## src/rtl/axis_out_gearbox.sv

```systemverilog
// -----------------------------------------------------------------------------
// axis_out_gearbox
//   Buffers wide PPU vectors in a small FIFO and serializes each vector into
//   RATIO = IN_W/OUT_W AXI-Stream beats. Supports packet framing by vector
//   count (tlast), selectable slice order, synchronous flush and a sticky
//   overflow flag for vectors offered while the FIFO is full.
//
// Ports
//   clk, rst          : rising-edge clock, asynchronous active-high reset
//   i_valid/i_ready   : vector input handshake (i_ready = FIFO not full)
//   i_data            : IN_W-bit input vector
//   cfg_pkt_len       : vectors per packet, 0 = never assert tlast
//   cfg_msb_first     : 1 = send top slice first (sampled per vector)
//   i_flush           : synchronous flush of FIFO, serializer and packet count
//   i_ovf_clr         : clears the sticky overflow flag
//   m_axis_*          : AXI-Stream master (tdata/tvalid/tready/tlast)
//   o_overflow        : sticky, a vector was dropped
//   o_fifo_count      : FIFO occupancy
//   o_busy            : FIFO non-empty or a beat is being presented
// -----------------------------------------------------------------------------
module axis_out_gearbox #(
    parameter int IN_W       = 128,  // multiple of OUT_W, IN_W/OUT_W a power of two >= 2
    parameter int OUT_W      = 64,
    parameter int FIFO_DEPTH = 4,    // power of two >= 2
    parameter int CNT_W      = 16
) (
    input  logic                        clk,
    input  logic                        rst,
    input  logic                        i_valid,
    output logic                        i_ready,
    input  logic [IN_W-1:0]             i_data,
    input  logic [CNT_W-1:0]            cfg_pkt_len,
    input  logic                        cfg_msb_first,
    input  logic                        i_flush,
    input  logic                        i_ovf_clr,
    output logic [OUT_W-1:0]            m_axis_tdata,
    output logic                        m_axis_tvalid,
    input  logic                        m_axis_tready,
    output logic                        m_axis_tlast,
    output logic                        o_overflow,
    output logic [$clog2(FIFO_DEPTH):0] o_fifo_count,
    output logic                        o_busy
);

    localparam int RATIO  = IN_W / OUT_W;
    localparam int BEAT_W = $clog2(RATIO);
    localparam int PTR_W  = $clog2(FIFO_DEPTH);
    localparam int FCNT_W = PTR_W + 1;

    typedef enum logic {S_IDLE, S_SEND} state_t;

    // ------------------------------------------------------------------ FIFO
    logic [IN_W-1:0]   r_mem [FIFO_DEPTH];
    logic [PTR_W-1:0]  r_wr_ptr, r_rd_ptr;
    logic [FCNT_W-1:0] r_count;
    logic              r_ready_en;   // low during reset and for one edge after
    logic              r_ovf;

    logic w_push, w_pop, w_fifo_nempty;

    assign w_fifo_nempty = (r_count != '0);
    // Full is judged on registered occupancy only, so a pop in the same cycle
    // never frees a slot for the incoming vector.
    assign i_ready = r_ready_en && (r_count != FCNT_W'(FIFO_DEPTH)) && !i_flush;
    assign w_push  = i_valid && i_ready;

    // NOTE: storage arrays carry no reset; pointers and count define validity,
    // and leaving the RAM unreset lets it map onto plain memory cells.
    always_ff @(posedge clk) begin
        if (w_push) begin
            r_mem[r_wr_ptr] <= i_data;
        end
    end

    // NOTE: every sequential block uses non-blocking assignments so all flops
    // sample the pre-edge values regardless of statement order.
    always_ff @(posedge clk or posedge rst) begin
        if (rst) begin
            r_wr_ptr   <= '0;
            r_rd_ptr   <= '0;
            r_count    <= '0;
            r_ready_en <= 1'b0;
            r_ovf      <= 1'b0;
        end else begin
            r_ready_en <= 1'b1;
            // A refused vector (full or flushing) sets the flag; set beats clear.
            if (i_valid && !i_ready) begin
                r_ovf <= 1'b1;
            end else if (i_ovf_clr) begin
                r_ovf <= 1'b0;
            end
            if (i_flush) begin
                r_wr_ptr <= '0;
                r_rd_ptr <= '0;
                r_count  <= '0;
            end else begin
                if (w_push) r_wr_ptr <= r_wr_ptr + 1'b1;
                if (w_pop)  r_rd_ptr <= r_rd_ptr + 1'b1;
                case ({w_push, w_pop})
                    2'b10:   r_count <= r_count + 1'b1;
                    2'b01:   r_count <= r_count - 1'b1;
                    default: r_count <= r_count;
                endcase
            end
        end
    end

    // ------------------------------------------------------------ serializer
    state_t            r_state, w_state_nxt;
    logic [BEAT_W-1:0] r_beat, w_beat_nxt;
    logic [IN_W-1:0]   r_shift;
    logic              r_msb;        // slice order latched for the vector in flight
    logic [CNT_W-1:0]  r_vec_cnt;    // completed vectors in the current packet

    logic              w_send, w_last_beat, w_vec_done, w_tlast;
    logic [BEAT_W-1:0] w_slice_idx;
    logic [OUT_W-1:0]  w_slices [RATIO];

    assign w_send      = (r_state == S_SEND);
    assign w_last_beat = (r_beat == BEAT_W'(RATIO - 1));
    // cfg_pkt_len is compared live; a count already past it only matches again
    // after wrapping through 2^CNT_W.
    assign w_tlast     = w_send && w_last_beat && (cfg_pkt_len != '0) &&
                         ((r_vec_cnt + 1'b1) == cfg_pkt_len);

    // NOTE: all combinational outputs get a default first so no path leaves a
    // value unassigned, which would otherwise infer a latch.
    always_comb begin
        w_state_nxt = r_state;
        w_beat_nxt  = r_beat;
        w_pop       = 1'b0;
        w_vec_done  = 1'b0;
        case (r_state)
            S_IDLE: begin
                if (w_fifo_nempty) begin
                    w_pop       = 1'b1;
                    w_beat_nxt  = '0;
                    w_state_nxt = S_SEND;
                end
            end
            S_SEND: begin
                if (m_axis_tready) begin
                    if (!w_last_beat) begin
                        w_beat_nxt = r_beat + 1'b1;
                    end else begin
                        w_vec_done = 1'b1;
                        // Chain straight into the next vector to avoid a bubble.
                        if (w_fifo_nempty) begin
                            w_pop      = 1'b1;
                            w_beat_nxt = '0;
                        end else begin
                            w_state_nxt = S_IDLE;
                        end
                    end
                end
            end
            default: w_state_nxt = S_IDLE;
        endcase
    end

    always_ff @(posedge clk or posedge rst) begin
        if (rst) begin
            r_state <= S_IDLE;
            r_beat  <= '0;
        end else if (i_flush) begin
            r_state <= S_IDLE;
            r_beat  <= '0;
        end else begin
            r_state <= w_state_nxt;
            r_beat  <= w_beat_nxt;
        end
    end

    always_ff @(posedge clk or posedge rst) begin
        if (rst) begin
            r_shift   <= '0;
            r_msb     <= 1'b0;
            r_vec_cnt <= '0;
        end else if (i_flush) begin
            r_vec_cnt <= '0;
        end else begin
            if (w_pop) begin
                r_shift <= r_mem[r_rd_ptr];
                r_msb   <= cfg_msb_first;
            end
            if (w_vec_done) begin
                r_vec_cnt <= w_tlast ? '0 : r_vec_cnt + 1'b1;
            end
        end
    end

    for (genvar g = 0; g < RATIO; g++) begin : g_slice
        assign w_slices[g] = r_shift[g*OUT_W +: OUT_W];
    end

    // With RATIO a power of two, RATIO-1-beat is the bitwise inverse of beat.
    assign w_slice_idx = r_msb ? ~r_beat : r_beat;

    // ---------------------------------------------------------------- outputs
    assign m_axis_tvalid = w_send;
    assign m_axis_tdata  = w_send ? w_slices[w_slice_idx] : '0;
    assign m_axis_tlast  = w_tlast;
    assign o_overflow    = r_ovf;
    assign o_fifo_count  = r_count;
    assign o_busy        = w_fifo_nempty || w_send;

endmodule

```

## config.mk

```make
export PLATFORM = sky130hd
export DESIGN_NAME = axis_out_gearbox
export DESIGN_NICKNAME = d
export VERILOG_FILES = /design/src/rtl/axis_out_gearbox.sv
export SDC_FILE = /design/constraint.sdc
export NUM_CORES = 1
export LEC_CHECK = 0
export ABC_AREA = 1
export CORE_AREA = 2 2 262 264
export CTS_CLUSTER_DIAMETER = 30
export DETAILED_ROUTE_END_ITERATION = 7
export DIE_AREA = 0 0 264 266
export PLACE_DENSITY_LB_ADDON = 0.3
export SYNTH_ARGS = -nofsm -noshare
export SYNTH_HDL_FRONTEND = slang
export SYNTH_SLANG_ARGS = --single-unit
```

## constraint.sdc

```tcl
create_clock -name clk -period 7.9 [get_ports clk]
set_input_delay 1.185 -clock clk [delete_from_list [all_inputs] [get_ports clk]]
set_output_delay 1.185 -clock clk [all_outputs]
set_load 0.05 [all_outputs]
```

==> metrics.yaml <==
drive_above_1_share_pct: 10.0
drc_errors: 0
dieArea_mm2: 0.0702
r2r-end: "r_shift[42]$_DFFE_PP0P_"
crit_path_max_fanout: 70
hold_path_depth: 2
cts.reportedPaths.clkPinSlew_ps: 40
cpPeakStageDelay_ps: 910
synth_adder_area_share_pct: 0.310
critPathSlowestCell: "clkdlybuf4s50_1"
nets: 2703
timing.final.crit_period_ps: 5090
reg2regPathDepth: 7
coreArea_mm2: 0.0677
avgSynthCellArea_um2: 11.6
yosysMostFrequentCell: "edfxtp_1"
cp-end-kind: "output pin"
rsz0062_at_grt: "no"
finClkSkew_ps: 32.2
mappedNetlistArea_mm2: 0.0266
place_hpwl_mm: 38.6
max_slew.worst_pin.slew_ps: 1130
synth_nets: 2461
yosysTopAreaCellShare_pct: 57.7
leakage_uw: 0.0128
yosysWarnings: 0
dp_slack_ps: 3200
path_delay_family: "buffers and inverters"
grt-ovfl-total: 0
wl_mm: 71.0
tns_ps: 0
io-pin-count: 223
cts_buffer_depth: 3
synthToLayoutAreaGrowth_pct: 29.4
cts_tree: "built"
clock-sinks: 668
synthSimpleGateAreaFrac_pct: 11.5
power_density_mw_per_mm2: 392
place.gp.congestion: 0.830
drt-vias-per-instance: 5.22
crit_arrival_ps: 3900
dr.first_iter.drc_count: 1439
grt_max_degree: 217
hold_path_class: "reg2reg"
clockRootBuffer: "clkbuf_16"
crit_chain: "xnor2_2 -> buf_4 -> buf_4 -> o21ai_0 -> a21oi_1 -> clkdlybuf4s50_1"
row_count: 96
cap_violations: 0
startpoint_type: "register"
synth-compound-area-share_pct: 12.0
ctsHoldBuffers: 0
synth_edf_count: 512
multi_input_area_mm2: 0.00644
synth_flop_cell: "edfxtp_1"
final_core_util_pct: 50.9
slew_viol_final: 0
synth-seq-area-share_pct: 72.4
seq_area_mm2: 0.0193
start_util_pct: 39.3
die_w_um: 264
grt_pass1_vias: 18700
htreeDepth: 4
die_h_um: 266
antenna_found_initial: 21
port_buffers: 222
whs_ps: 469
synthXorXnorAreaFrac_pct: 0.216
cts_buffers: 138
worst_path_most_repeated_cell: "buf_4"
vias: 18500
hold_path_end: "r_shift[88]$_DFFE_PP0P_"
ys_top_cells_by_area: "edfxtp_1 (58%), dfrtp_1 (15%), o21ai_0 (7.4%)"
muxShareOfSynthArea_pct: 0
internal-power_uw: 9140
p_clk_share_pct: 43.0
p_switching_uw: 4380
max_freq_ghz: 0.197
wl_per_cell_um: 20.0
ctsResizeCount: 0
crit_path_start: "r_beat$_DFFE_PP0P_"
r2r_slack_ps: 4110
worstPathRequired_ps: 6710
yosys-top-cells-count: "edfxtp_1 (512), nand2_1 (394), o21ai_0 (393)"
reg2reg_from: "r_rd_ptr[1]$_DFFE_PP0P_"
fillCellCount: 5817
cts_setup_buffers: 0
p_comb_share_pct: 23.9
grt_pass1_wl_mm: 108
fin_crit_sh_pct: 64.4
synthCells: 2304
outcome: "complete, no violations"
async_flop_share_pct: 23.4
first_pass_iters: 7
p_seq_share_pct: 33.1
vdd_drop_max_uv: 304
grt_usage_pct: 20.2
synth_top_family_by_area: "compound AO/OA/AOI/OAI gates"
setup_viol: 0
hold_viol_final: 0
clock_latency_ps: 700
yosysUniqueCellTypes: 34
synth_seq_cells: 668
yosys.area.top_type: "edfxtp_1"
ant_nets: 0
layout_setup_ws_ps: 2810
crit_type: "reg2out"
switching_share_pct: 32.4
critical_path_buf_inv_count: 3
min-delay-start: "r_shift[88]$_DFFE_PP0P_"
max_slew_margin_pct: 24.5
==> worst max path at each step <==
stage | endpoint | slack (ps) | cells after the start
2_1_floorplan | r_mem[0][0]$_DFFE_PP_ | -780 | 5
3_3_place_gp | m_axis_tlast | 3140 | 10
3_5_place_dp | m_axis_tlast | 3200 | 10
4_1_cts | m_axis_tdata[18] | 2760 | 6
5_1_grt | m_axis_tdata[18] | 2540 | 6
6_report | m_axis_tdata[18] | 2810 | 6
==> cell usage in the layout, fill, tap and decap left out, drive strengths merged, types with 79 or more instances in the layout <==
| cell type | instances |
|---|---|
| a21oi | 79 |
| clkbuf | 170 |
| clkdlybuf4s50 | 222 |
| dfrtp | 156 |
| edfxtp | 512 |
| inv | 124 |
| nand2 | 396 |
| nor2 | 300 |
| o21ai | 394 |
| o22ai | 129 |
==> stage by stage <==
| stage | cells | instance area (um^2) | power, uW |
|---|---|---|---|
| global route | 3544 | 34500 | 14100 |
| finish | 3544 | 34500 | 13500 |
| CTS | 3539 | 34500 | 13600 |
| detailed placement | 3288 | 29700 | 7760 |
| global placement | 3288 | 29700 | 7690 |
| floorplan | 2304 | 26600 | 6620 |
==> logic make-up (layout without fill, tap and decap cells) <==
| logic type | Yosys count | in the layout |
|---|---|---|
| buffers and inverters | 254 | 607 |
| adder cells (fa/ha/maj) | 6 | 6 |
| flip-flops | 668 | 668 |
| other | 1 | 6 |
| AND/OR/NAND/NOR | 766 | 766 |
| AO/OA/AOI/OAI | 604 | 604 |
| XOR/XNOR | 5 | 5 |
==> routing by layer <==
| layer | GRT usage [%] | wire length [um] | up-vias |
|---|---|---|---|
| met5 | 0 | 216 | - |
| met4 | 7.31 | 1660 | 32 |
| met3 | 6.05 | 4620 | 158 |
| met2 | 32.6 | 34000 | 565 |
| met1 | 25.8 | 30500 | 9095 |
| li1 | - | - | 8660 |
==> worst register-to-register path, cell delays in order (launching register included) <==
cell,delay [ps]
dfrtp_4,1160
clkinv_2,930
buf_4,580
buf_4,450
o21ai_0,210
o22ai_1,130
nand2_1,80
o21ai_0,100
==> sequential cells by signal, summed over array words and instances (netlist names) <==
register       flops
m_axis_tvalid      1
o_fifo_count       3
o_overflow         1
r_beat             1
r_mem            512
r_msb              1
r_rd_ptr           2
r_ready_en         1
r_shift          128
r_vec_cnt         16
r_wr_ptr           2
==> power groups by stage <==
stage / Sequential (uW) / Combinational (uW) / Clock (uW)
floorplan: 4410 / 2210 / 0
global placement: 4530 / 3160 / 0
detailed placement: 4530 / 3230 / 0
CTS: 4470 / 3250 / 5900
global route: 4510 / 3540 / 6080
finish: 4470 / 3230 / 5820
==> area by class of cell <==
type,instances,share of cell area (%)
Tap cell,882,3.20
Antenna cell,5,0.0363
Inverter,117,1.31
Multi-Input combinational cell,1382,18.7
Timing Repair Buffer,239,7.03
Sequential cell,668,56.0
Clock buffer,170,10.9
Clock inverter,81,2.92
Note: power is estimated with default switching activity, not from simulation.
